`config.mk`:
```
export PLATFORM = sky130hd
export DESIGN_NAME = mem_port_arbiter
export DESIGN_NICKNAME = d
export VERILOG_FILES = /design/src/rtl/mem_port_arbiter_pkg.sv /design/src/rtl/mem_port_arbiter_starve_cnt.sv /design/src/rtl/mem_port_arbiter.sv
export SDC_FILE = /design/constraint.sdc
export NUM_CORES = 1
export LEC_CHECK = 0
export ABC_AREA = 1
export BUFFER_PORTS_ARGS = -buffer_cell sky130_fd_sc_hd__buf_2
export CAP_MARGIN = 20
export CORE_MARGIN = 4
export CORE_UTILIZATION = 47
export DETAILED_ROUTE_END_ITERATION = 16
export GPL_TIMING_DRIVEN = 0
export HOLD_SLACK_MARGIN = 0.03
export PLACE_DENSITY = 0.89
export SLEW_MARGIN = 15
export SYNTH_ARGS = -nofsm -noshare
export SYNTH_HDL_FRONTEND = slang
export SYNTH_SLANG_ARGS = --single-unit
export TNS_END_PERCENT = 1
```
`constraint.sdc`:
```
create_clock -name clk -period 2.8 [get_ports clk]
set_clock_uncertainty 0.1 [all_clocks]
set_input_delay 0.14 -clock clk [delete_from_list [all_inputs] [get_ports clk]]
set_output_delay 0.14 -clock clk [all_outputs]
set_load 0.005 [all_outputs]
```
`src/rtl/mem_port_arbiter_pkg.sv`:
```
// Shared types and defaults for the fetch/memory-stage port arbiter.
// Width defaults match the FE_Stage and MEM_Stage bus widths.
`timescale 1ns/1ps
package mem_port_arbiter_pkg;

  localparam int DEF_ADDR_W = 32;
  localparam int DEF_DATA_W = 32;

  typedef enum logic [1:0] {
    ST_IDLE  = 2'd0,
    ST_GNT_I = 2'd1,
    ST_GNT_D = 2'd2,
    ST_DONE  = 2'd3
  } arb_state_e;

  // A zero or negative limit would give a zero-width counter.
  function automatic int cnt_width(input int max_val);
    return (max_val < 1) ? 1 : $clog2(max_val + 1);
  endfunction

endpackage

```
`src/rtl/mem_port_arbiter_starve_cnt.sv`:
```
// Saturating count of back-to-back data grants taken while fetch was waiting.
// at_max tells the arbiter that fetch must win the next conflict.
`timescale 1ns/1ps
module arb_starve_cnt
  import mem_port_arbiter_pkg::*;
#(
  parameter int MAX = 4
) (
  input  logic clk,
  input  logic rst,
  input  logic inc,
  input  logic clr,
  output logic at_max
);

  localparam int W = cnt_width(MAX);

  logic [W-1:0] cnt_q;
  logic [W-1:0] cnt_d;

  assign at_max = (cnt_q == W'(MAX));

  always_comb begin
    cnt_d = cnt_q;
    if (clr) begin
      cnt_d = '0;
    end else if (inc && !at_max) begin
      cnt_d = cnt_q + W'(1);
    end
  end

  always_ff @(posedge clk or negedge rst) begin
    if (!rst) begin
      cnt_q <= '0;
    end else begin
      cnt_q <= cnt_d;
    end
  end

endmodule

```
`src/rtl/mem_port_arbiter.sv`:
```
// Serialises fetch and memory-stage accesses onto one variable-latency memory port.
// Data wins conflicts unless fetch has been passed over STARVE_MAX times in a row.
`timescale 1ns/1ps
module mem_port_arbiter
  import mem_port_arbiter_pkg::*;
#(
  parameter int ADDR_W     = DEF_ADDR_W,
  parameter int DATA_W     = DEF_DATA_W,
  parameter int STARVE_MAX = 4
) (
  input  logic              clk,
  input  logic              rst,
  input  logic              if_req,
  input  logic [ADDR_W-1:0] if_addr,
  input  logic              if_flush,
  output logic [DATA_W-1:0] if_rdata,
  output logic              if_valid,
  output logic              if_busy,
  input  logic              mm_req,
  input  logic              mm_we,
  input  logic [ADDR_W-1:0] mm_addr,
  input  logic [DATA_W-1:0] mm_wdata,
  output logic [DATA_W-1:0] mm_rdata,
  output logic              mm_valid,
  output logic              mm_busy,
  output logic              mem_req,
  output logic              mem_we,
  output logic [ADDR_W-1:0] mem_addr,
  output logic [DATA_W-1:0] mem_wdata,
  input  logic [DATA_W-1:0] mem_rdata,
  input  logic              mem_ack
);

  arb_state_e        state_q;
  logic              mem_req_q;
  logic              mem_we_q;
  logic [ADDR_W-1:0] mem_addr_q;
  logic [DATA_W-1:0] mem_wdata_q;
  logic [DATA_W-1:0] if_rdata_q;
  logic [DATA_W-1:0] mm_rdata_q;
  logic              if_valid_q;
  logic              mm_valid_q;
  logic              drop_q;

  logic is_idle;
  logic win_d;
  logic win_i;
  logic starve_inc;
  logic starve_clr;
  logic starve_at_max;
  logic flush_now;

  assign is_idle    = (state_q == ST_IDLE);
  assign win_d      = mm_req && !(if_req && starve_at_max);
  assign win_i      = !win_d && if_req;
  assign starve_inc = is_idle && win_d && if_req;
  assign starve_clr = is_idle && (win_i || (win_d && !if_req));
  // A redirect arriving together with mem_ack still discards that response.
  assign flush_now  = drop_q || if_flush;

  arb_starve_cnt #(
    .MAX(STARVE_MAX)
  ) u_starve (
    .clk   (clk),
    .rst   (rst),
    .inc   (starve_inc),
    .clr   (starve_clr),
    .at_max(starve_at_max)
  );

  always_ff @(posedge clk or negedge rst) begin
    if (!rst) begin
      state_q     <= ST_IDLE;
      mem_req_q   <= 1'b0;
      mem_we_q    <= 1'b0;
      mem_addr_q  <= '0;
      mem_wdata_q <= '0;
      if_rdata_q  <= '0;
      mm_rdata_q  <= '0;
      if_valid_q  <= 1'b0;
      mm_valid_q  <= 1'b0;
      drop_q      <= 1'b0;
    end else begin
      case (state_q)
        ST_IDLE: begin
          if (win_d) begin
            state_q     <= ST_GNT_D;
            mem_req_q   <= 1'b1;
            mem_we_q    <= mm_we;
            mem_addr_q  <= mm_addr;
            mem_wdata_q <= mm_wdata;
          end else if (win_i) begin
            state_q     <= ST_GNT_I;
            mem_req_q   <= 1'b1;
            mem_we_q    <= 1'b0;
            mem_addr_q  <= if_addr;
            mem_wdata_q <= '0;
          end
        end
        ST_GNT_I: begin
          if (mem_ack) begin
            state_q   <= ST_DONE;
            mem_req_q <= 1'b0;
            drop_q    <= flush_now;
            if (!flush_now) begin
              if_valid_q <= 1'b1;
              if_rdata_q <= mem_rdata;
            end
          end else if (if_flush) begin
            drop_q <= 1'b1;
          end
        end
        ST_GNT_D: begin
          if (mem_ack) begin
            state_q    <= ST_DONE;
            mem_req_q  <= 1'b0;
            mm_valid_q <= 1'b1;
            if (!mem_we_q) begin
              mm_rdata_q <= mem_rdata;
            end
          end
        end
        ST_DONE: begin
          state_q    <= ST_IDLE;
          if_valid_q <= 1'b0;
          mm_valid_q <= 1'b0;
          drop_q     <= 1'b0;
        end
        default: state_q <= ST_IDLE;
      endcase
    end
  end

  assign mem_req   = mem_req_q;
  assign mem_we    = mem_we_q;
  assign mem_addr  = mem_addr_q;
  assign mem_wdata = mem_wdata_q;
  assign if_rdata  = if_rdata_q;
  assign mm_rdata  = mm_rdata_q;
  assign if_valid  = if_valid_q;
  assign mm_valid  = mm_valid_q;
  assign if_busy   = if_req & ~if_valid_q;
  assign mm_busy   = mm_req & ~mm_valid_q;

endmodule

```
==> results.sh, run 1 <==
export IMPL_crit_path_top_delay_cell="clkbuf_1"
export IMPL_dp_cells=1144
export IMPL_final_cells=1314
export IMPL_clock_sinks=138
export IMPL_ys_flop_type="dfrtp_1"
export IMPL_arrival_ns=2.84
export IMPL_core_area_mm2=0.0123
export IMPL_grt_pass1_wl_um=38900
export IMPL_worstPathMaxFanout=11
export IMPL_numPortBuffers=268
export IMPL_ys_seq_area_share_pct=57.6
export IMPL_grt_overflow=0
export IMPL_multi_input_area_mm2=0.00198
export IMPL_post_route_util_pct=77.8
export IMPL_synth_cells=707
export IMPL_fin_nets=1272
export IMPL_die_height_um=121
export IMPL_clock_latency_ns=0.41
export IMPL_grt_pass1_vias=7436
export IMPL_cts_buffer_depth=2
export IMPL_critPathKind="flop to flop"
export IMPL_setup_viol_count_final=0
export IMPL_ios=269
export IMPL_place_gp_congestion=0.888
export IMPL_grt_max_degree=81
export IMPL_n_fill_cell=726
export IMPL_post_route_period_util_pct=93.2
export IMPL_wl_per_cell_um=18.9
export IMPL_rsz0062_at_grt="false"
export IMPL_regArea_mm2=0.00345
export IMPL_ys_ff_latch=138
export IMPL_dieArea_mm2=0.0146
export IMPL_slowest_delay_ns=0.45
export IMPL_ys_types=22
export IMPL_cts_resized=0
export IMPL_total_power_mw=9.21
export IMPL_synth_top_area_share_pct=57.6
export IMPL_die_x_um=121
export IMPL_timing_rr_start="u_starve.cnt_q[0]"
export IMPL_hold_class="input port to flop"
export IMPL_synth_edff_count=0
export IMPL_yosysWarningCount=0
export IMPL_clk_pin_slew_ns=0.06
export IMPL_power_leakage_nw=5.25
export IMPL_drt_wl_total_um=24900
export IMPL_htreeDepth=4
export IMPL_vias=7044
export IMPL_post_cts_buffers=0
export IMPL_synth_async_reset_ratio_pct=100
export IMPL_maxCapViolations=0
export IMPL_required_ns=3.03
export IMPL_syn_area_per_cell_um2=8.48
export IMPL_cts_buffers=17
export IMPL_reg2reg_slack_ns=0.19
export IMPL_drive_gt1_share_pct=29.3
export IMPL_synth_cell_area_mm2=0.00599
export IMPL_crit_end="mem_addr[22]"
export IMPL_start_util_pct=48.9
export IMPL_rr_worst_depth=12
export IMPL_syn2layout_area_growth_pct=59.1
export IMPL_finalInstanceArea_mm2=0.00954
export IMPL_via_per_inst=5.36
export IMPL_synth_commonest_cells="nand2_1 (255), dfrtp_1 (138), o21ai_0 (82)"
export IMPL_cts_tree="done"
export IMPL_yosysTopAreaCell="dfrtp_1"
export IMPL_tns_ns=0
export IMPL_hold_violations=0
export IMPL_ant_nets=0
export IMPL_maxSlewHeadroom_pct=65.1
export IMPL_std_cell_rows=40
export IMPL_crit_start="u_starve.cnt_q[0]"
export IMPL_grt_use_total_pct=34.6
export IMPL_clock_root_buffer="clkbuf_16"
export IMPL_drc=0
export IMPL_firstDrtPassIters=6
export IMPL_hp_start="if_req"
export IMPL_yosys_top_cells_area="dfrtp_1 (58%), nand2_1 (16%), o21ai_0 (6.8%), inv_1 (5.1%), o21ai_1 (4.2%)"
export IMPL_power_density_mw_per_mm2=966
export IMPL_peakVddDrop_v=0.000557
export IMPL_dp_hpwl_um=14000
export IMPL_grt_antenna_before_repair=5
export IMPL_worstMarginPinSlew_ns=0.524
export IMPL_status="finished, final reports clean"
export IMPL_maxSlewViolCount=0
export IMPL_drt_iter0_drc=857
export IMPL_min_period_ns=2.61
export IMPL_place_area_mm2=0.00758
export IMPL_synth_most_common_cell="nand2_1"
export IMPL_cp_start_kind="flop"
export IMPL_synth_nets=851
export IMPL_reg2reg_to="mem_addr[22]"
export IMPL_fmax_mhz=383
export IMPL_path_cells="inv_1 -> ha_1 -> nand3_2 -> nand2_4 -> buf_6 -> buf_6 -> ha_1 -> nor2_4 -> inv_2 -> clkbuf_1 -> nand2_1 -> o21ai_1"
export IMPL_endpoint_kind="flop"
-- final cells by class --
type | instances | area share (%)
Inverter | 83 | 3.27
Multi-Input combinational cell | 450 | 20.8
Sequential cell | 138 | 36.2
Clock inverter | 12 | 1.82
Antenna cell | 6 | 0.157
Buffer | 36 | 2.61
Tap cell | 168 | 2.20
Timing Repair Buffer | 402 | 28.4
Clock buffer | 19 | 4.54
-- where the power goes --
group	total, mW	switching (mW)	leakage [nW]	internal, mW
sequential	3.43	0.551	1.74	2.87
clock	2.34	0.852	0.297	1.48
combinational	3.45	1.99	3.21	1.46
-- metrics by stage --
stage	worst slack, ns	hold WS (ns)
floorplan	0.795	-0.256
global placement	-0.434	0.293
detailed placement	0.338	0.00709
CTS	0.265	0.0578
global route	0.0134	0.108
finish	0.190	0.0827
-- registers in the layout, indices dropped and copies added (netlist names) --
| register | flops |
|---|---|
| mm_rdata | 32 |
| mem_addr | 32 |
| drop_q | 1 |
| if_valid | 1 |
| mem_we | 1 |
| mem_wdata | 32 |
| state_q | 2 |
| mem_req | 1 |
| if_rdata | 32 |
| mm_valid | 1 |
| u_starve.cnt_q | 3 |
-- layer usage --
layer,global-route usage [%],wire length [µm],up-vias
met5,0,0,-
met4,26.9,2080,0
met3,10.8,2200,198
met2,56.6,12400,552
met1,36.9,8210,3260
li1,-,-,3034
-- cell usage in the layout, fill, tap and decap left out, types with 7 or more instances in the layout --
cell | netlist | layout
dfrtp_1 | 138 | 138
o21ai_0 | 82 | 82
nor2_1 | 38 | 38
o21ai_1 | 50 | 50
nand2_1 | 255 | 255
buf_6 | 10 | 10
dlygate4sd3_1 | 0 | 133
inv_1 | 81 | 81
ha_1 | 9 | 9
clkbuf_16 | 0 | 17
nand3_1 | 7 | 7
buf_2 | 13 | 280
clkbuf_1 | 7 | 9
-- worst max-delay path: cells and delay by family (launching register included) --
kind / cells / cell delay, ns
adder cells (fa/ha/maj): 2 / 0.38
flip-flops: 1 / 0.39
AND/OR/NAND/NOR: 4 / 0.49
AO/OA/AOI/OAI: 1 / 0.12
buffers and inverters: 5 / 1.04
-- what timing repair did --
| action | CTS | global route |
|---|---|---|
| endpoints found under the hold margin | 270 | 0 |
| hold buffers | 133 | 0 |
| setup endpoints to repair | 0 | 0 |
-- worst min path at each step --
stage | endpoint | depth (start not counted)
after CTS | u_starve.cnt_q[0] | 5
after detailed placement | mem_addr[31] | 1
after global placement | mem_wdata[31] | 3
after floorplan | drop_q | 0
final | state_q[1] | 6
after global routing | state_q[1] | 6
-- logic make-up after synthesis --
family          after synthesis  synth area share, %
simple gates                306                 19.8
flops                       138                 57.6
compound gates              134                 11.2
buf+inv                     119                 9.35
fa+ha+maj                     9                 1.88
xor+xnor                      1                0.146
Power figures use the tool's default switching activity.
==> run 2: changes to the inputs <==
- CORE_UTILIZATION: 47 -> 43
- PLACE_DENSITY: 0.89 -> 0.86
- clock period: 2.8 -> 2.2 ns (I/O delays scaled with it)
==> results.sh, run 2 (synthesis results as in run 1) <==
export IMPL_wl_per_cell_um=17.2
export IMPL_firstDrtPassIters=5
export IMPL_cts_tree="done"
export IMPL_layout_common_cells="buf_2 (276), nand2_1 (255), dfrtp_1 (138)"
export IMPL_vias=6713
export IMPL_n_fill_cell=883
export IMPL_place_gp_congestion=0.917
export IMPL_drc=0
export IMPL_core_area_mm2=0.0135
export IMPL_maxSlewHeadroom_pct=66.5
export IMPL_cts_buffer_depth=2
export IMPL_layout_commonest_cell="buf_2"
export IMPL_clock_root_buffer="clkbuf_16"
export IMPL_fmax_mhz=468
export IMPL_clk_pin_slew_ns=0.06
export IMPL_hold_class="input port to asynchronous set/reset pin"
export IMPL_p_sw_mw=4.20
export IMPL_worstMarginPinSlew_ns=0.502
export IMPL_peakVddDrop_v=0.000713
export IMPL_grt_max_degree=74
export IMPL_pwr_share_clk_pct=23.7
export IMPL_maxCapViolations=0
export IMPL_worstPathMaxFanout=20
export IMPL_arrival_ns=2.37
export IMPL_maxSlewViolCount=0
export IMPL_ios=269
export IMPL_die_x_um=126
export IMPL_endpoint_kind="flop"
export IMPL_ant_nets=0
export IMPL_post_route_period_util_pct=97.1
export IMPL_crit_path_top_delay_cell="dfrtp_1"
export IMPL_hold_violations=0
export IMPL_die_height_um=126
export IMPL_status="finished, final reports clean"
export IMPL_grt_pass1_vias=6922
export IMPL_start_util_pct=44.5
export IMPL_dp_hpwl_um=13300
export IMPL_setup_ws_ns=0.0634
export IMPL_pre_cts_ws_ns=-0.308
export IMPL_cp_start_kind="flop"
export IMPL_grt_antenna_before_repair=1
export IMPL_combPwrFrac_pct=39.7
export IMPL_final_cells=1328
export IMPL_drt_iter0_drc=557
export IMPL_reg2reg_slack_ns=0.06
export IMPL_reg2reg_to="mem_wdata[17]"
export IMPL_slowest_delay_ns=0.36
export IMPL_drt_wl_total_um=22900
export IMPL_clock_sinks=138
export IMPL_dieArea_mm2=0.0159
export IMPL_swShare_pct=35.6
export IMPL_fin_nets=1284
export IMPL_post_route_util_pct=72.4
export IMPL_timing_rr_start="u_starve.cnt_q[0]"
export IMPL_rr_worst_depth=12
export IMPL_min_period_ns=2.14
export IMPL_tns_ns=0
export IMPL_numPortBuffers=268
export IMPL_power_leakage_nw=5.35
export IMPL_grt_pass1_wl_um=35900
export IMPL_hold_ws_ns=0.167
export IMPL_dp_cells=1152
export IMPL_syn2layout_area_growth_pct=62.5
export IMPL_path_cells="inv_1 -> ha_2 -> nand3_4 -> nand2_4 -> buf_12 -> ha_2 -> nor2_4 -> buf_12 -> buf_4 -> buf_4 -> nand2_1 -> o21ai_2"
export IMPL_via_per_inst=5.05
export IMPL_grt_use_total_pct=28.5
export IMPL_required_ns=2.43
export IMPL_cts_buffers=17
export IMPL_htreeDepth=4
export IMPL_clock_latency_ns=0.41
export IMPL_std_cell_rows=42
export IMPL_setup_viol_count_final=0
export IMPL_power_internal_mw=7.61
export IMPL_critPathKind="flop to flop"
export IMPL_power_density_mw_per_mm2=1210
export IMPL_seqPwrFrac_pct=36.7
export IMPL_drive_gt1_share_pct=30.6
export IMPL_grt_overflow=0
-- run 2: changes by cell type in the layout (fill, tap and decap cells not counted), moves of 3 or more --
cell	change
clkbuf_1	-3
o21ai_2	+3
buf_2	-4
buf_12	+3
buf_8	+3
diode_2	-5
buf_4	+9
clkbuf_8	+4
-- run 2: power groups by stage --
stage | Clock (mW) | Combinational [mW] | Sequential [mW]
after global routing | 2.94 | 5.18 | 4.44
after detailed placement | 0 | 3.91 | 4.27
after floorplan | 0 | 1.90 | 4.34
final | 2.79 | 4.69 | 4.33
after CTS | 2.82 | 4.41 | 4.26
after global placement | 0 | 3.77 | 4.23
-- run 2: worst max-delay path by stage --
stage / start / endpoint / slack, ns / cells after the start
detailed placement: u_starve.cnt_q[0] / mem_addr[15] / -0.31 / 12
finish: u_starve.cnt_q[0] / mem_wdata[17] / 0.06 / 12
CTS: u_starve.cnt_q[0] / mem_wdata[19] / 0.0007 / 13
global route: u_starve.cnt_q[0] / mem_wdata[17] / -0.08 / 12
floorplan: u_starve.cnt_q[0] / mem_wdata[14] / 0.20 / 12
global placement: rst / if_rdata[17] / -0.99 / 1
-- run 2: final cells by class --
type                       instances  area (µm²)  share of cell area [%]
timing repair buffer             415        2860                    29.4
tap                              176         220                    2.26
clock inverter                     7        91.3                   0.938
multi-input combinational        450        2000                    20.6
clock buffer                      23         488                    5.01
buffer                            35         305                    3.14
sequential                       138        3450                    35.5
antenna                            1        2.50                  0.0257
inverter                          83         314                    3.22
-- run 2: what timing repair did --
action | in CTS | in global routing
hold endpoints to repair | 274 | 0
gates cloned | 3 | 0
endpoints found under the setup margin | 65 | 64
resized for setup | 19 | 15
pin swaps | 3 | 3
hold buffers | 134 | 0
setup buffers | 5 | 4
-- run 2: critical path, delay by kind of cell (launching register included) --
family | cells | cell delay (ns)
AO/OA/AOI/OAI | 1 | 0.18
adder cells (fa/ha/maj) | 2 | 0.37
buffers and inverters | 5 | 0.62
flip-flops | 1 | 0.36
AND/OR/NAND/NOR | 4 | 0.41
-- run 2: per-layer routing --
metal	track usage (%)	wire [µm]
met5	0	0
met4	18.4	1410
met3	6.14	1410
met2	48.7	11900
met1	32.2	8160
-- run 2: through the flow --
stage                     total power [mW]  instance area (µm²)
after floorplan                       6.24                 5990
after global placement                8.01                 7550
after detailed placement              8.18                 7590
after CTS                             11.5                 9660
after global routing                  12.6                 9740
final                                 11.8                 9740
==> run 3: changes to the inputs <==
- ABC_AREA: 1 -> 0
- CORE_UTILIZATION: 43 -> 29
- PLACE_DENSITY: 0.86 -> 0.65
==> results.sh, run 3 <==
export IMPL_required_ns=2.39
export IMPL_endpoint_kind="flop"
export IMPL_htreeDepth=4
export IMPL_ys_seq_area_share_pct=57.6
export IMPL_status="finished, final reports clean"
export IMPL_syn2layout_area_growth_pct=64.4
export IMPL_wl_met3_um=1870
export IMPL_grt_pass1_vias=6074
export IMPL_hold_ws_ns=0.0524
export IMPL_drt_iter0_drc=234
export IMPL_seqPwrFrac_pct=35.9
export IMPL_grt_max_degree=104
export IMPL_synth_nets=671
export IMPL_fin_nets=1093
export IMPL_drc=0
export IMPL_p_sw_mw=3.90
export IMPL_start_util_pct=29.5
export IMPL_drive_gt1_share_pct=42.4
export IMPL_arrival_ns=2.24
export IMPL_fmax_mhz=488
export IMPL_via_per_inst=4.73
export IMPL_layout_common_cells="buf_2 (274), dfrtp_1 (138), dlygate4sd3_1 (133)"
export IMPL_place_area_mm2=0.00771
export IMPL_drt_wl_total_um=20700
export IMPL_power_internal_mw=8.31
export IMPL_die_x_um=152
export IMPL_swShare_pct=31.9
export IMPL_combPwrFrac_pct=36.8
export IMPL_reg2reg_slack_ns=0.15
export IMPL_yosysWarningCount=0
export IMPL_wl_per_cell_um=16.8
export IMPL_rsz0062_at_grt="false"
export IMPL_clock_sinks=138
export IMPL_synth_edff_count=0
export IMPL_hold_class="input port to asynchronous set/reset pin"
export IMPL_maxSlewHeadroom_pct=64.5
export IMPL_core_area_mm2=0.0203
export IMPL_clock_latency_ns=0.42
export IMPL_min_period_ns=2.05
export IMPL_firstDrtPassIters=4
export IMPL_vias=5831
export IMPL_worstPathMaxFanout=11
export IMPL_rr_worst_depth=9
export IMPL_slowest_delay_ns=0.39
export IMPL_power_leakage_nw=4.74
export IMPL_syn_area_per_cell_um2=11.4
export IMPL_path_cells="inv_1 -> ha_2 -> nand3_4 -> nand2_4 -> buf_6 -> ha_1 -> nor2b_1 -> a21boi_2 -> o32a_1"
export IMPL_yosys_top_cells_area="dfrtp_1 (58%), mux2_4 (7.3%), mux2_2 (6.8%), o21ai_0 (4.9%), nand2_1 (4.4%)"
export IMPL_crit_buf_inv=2
export IMPL_std_cell_rows=52
export IMPL_ios=269
export IMPL_ant_nets=0
export IMPL_maxSlewViolCount=0
export IMPL_antenna_cells=0
export IMPL_cts_buffers=17
export IMPL_peakVddDrop_v=0.000505
export IMPL_layout_commonest_cell="buf_2"
export IMPL_die_height_um=152
export IMPL_grt_use_total_pct=17.3
export IMPL_ys_flop_type="dfrtp_1"
export IMPL_dr_wl_met2_um=10300
export IMPL_synth_commonest_cells="dfrtp_1 (138), nand2_1 (71), o21ai_0 (59)"
export IMPL_grt_overflow=0
export IMPL_cts_buffer_depth=2
export IMPL_synth_top_area_share_pct=57.6
export IMPL_critPathKind="flop to flop"
export IMPL_grt_pass1_wl_um=30900
export IMPL_crit_path_top_delay_cell="dfrtp_1"
export IMPL_yosysTopAreaCell="dfrtp_1"
export IMPL_hold_violations=0
export IMPL_cts_tree="done"
export IMPL_timing_rr_start="u_starve.cnt_q[1]"
export IMPL_grt_antenna_before_repair=0
export IMPL_synth_async_reset_ratio_pct=100
export IMPL_ys_ff_latch=138
export IMPL_clk_pin_slew_ns=0.07
export IMPL_synth_cells=527
export IMPL_reg2reg_to="state_q[1]"
export IMPL_pwr_share_clk_pct=27.4
export IMPL_power_density_mw_per_mm2=1240
export IMPL_cp_start_kind="flop"
export IMPL_maxCapViolations=0
export IMPL_wl_met1_um=7990
export IMPL_dieArea_mm2=0.0230
export IMPL_setup_viol_count_final=0
export IMPL_post_route_period_util_pct=93.2
export IMPL_dp_hpwl_um=13500
export IMPL_clock_root_buffer="clkbuf_16"
export IMPL_finalInstanceArea_mm2=0.00986
export IMPL_highest_layer="met4"
export IMPL_critPathTopFamily="compound AO/OA/AOI/OAI gates"
export IMPL_place_gp_congestion=0.770
export IMPL_worstMarginPinSlew_ns=0.533
export IMPL_synth_cell_area_mm2=0.00600
export IMPL_n_fill_cell=1805
export IMPL_synth_most_common_cell="dfrtp_1"
export IMPL_ys_types=35
export IMPL_numPortBuffers=268
## run 3: cell count changes after synthesis, moves of 9 or more
cell	change
nand2_1	-184
inv_1	-73
o21ai_1	-40
mux2_2	+36
a31oi_1	+32
mux2_4	+29
nand3_1	+26
o21ai_0	-23
buf_6	-9
## run 3: metal layers
metal  vias up  track usage, %
met5         -               0
met4         0            6.96
met3        52            6.48
met2       282            30.0
met1      2805            19.0
li1       2692               -
## run 3: cells by family after synthesis
family | Yosys count | synth area share [%]
buffers and inverters | 47 | 4.42
AO/OA/AOI/OAI | 115 | 10.9
AND/OR/NAND/NOR | 153 | 11.2
multiplexers | 65 | 14.0
flip-flops | 138 | 57.6
adder cells (fa/ha/maj) | 9 | 1.88
## run 3: cell type report
cell class	instances	area (µm²)	area share (%)
buffer	38	312	3.16
clock buffer	17	425	4.32
timing repair buffer	404	2730	27.6
clock inverter	15	260	2.64
inverter	8	30.0	0.305
sequential	138	3450	35.0
multi-input combinational	342	2310	23.5
tap	270	338	3.43
## run 3: repair_timing
item / 4_1_cts / 5_1_grt
setup buffers: 1 / 1
pin swaps: 1 / 0
hold buffers: 133 / 0
resized for setup: 24 / 18
endpoints found under the hold margin: 270 / 0
setup endpoints to repair: 71 / 70
## run 3: worst max path at each step
stage / startpoint / endpoint / slack, ns / cells after the start
floorplan: u_starve.cnt_q[0] / mem_wdata[10] / -0.003 / 11
finish: u_starve.cnt_q[1] / state_q[1] / 0.15 / 9
detailed placement: u_starve.cnt_q[0] / mem_wdata[27] / -0.83 / 11
CTS: u_starve.cnt_q[0] / mem_addr[25] / 0.02 / 11
global route: u_starve.cnt_q[1] / state_q[1] / 0.05 / 9
global placement: rst / if_rdata[15] / -1.11 / 1
## run 3: power by group through the flow
stage | Clock, mW | Sequential (mW) | Combinational, mW
global placement | 0 | 4.33 | 4.06
global route | 3.53 | 4.51 | 4.97
CTS | 3.41 | 4.35 | 4.42
finish | 3.34 | 4.38 | 4.49
detailed placement | 0 | 4.38 | 4.14
floorplan | 0 | 4.44 | 2.08
## run 3: stage by stage
step | TNS, ns | setup slack, ns | instances | total power, mW | util [%]
floorplan | -0.0758 | -0.00257 | 527 | 6.52 | -
global route | 0 | 0.0454 | 1232 | 13.0 | 48.6
finish | 0 | 0.149 | 1232 | 12.2 | 48.6
global placement | -199.53 | -1.11 | 1065 | 8.39 | 37.8
CTS | 0 | 0.0192 | 1231 | 12.2 | 48.3
detailed placement | -48.58 | -0.826 | 1066 | 8.52 | 38.0
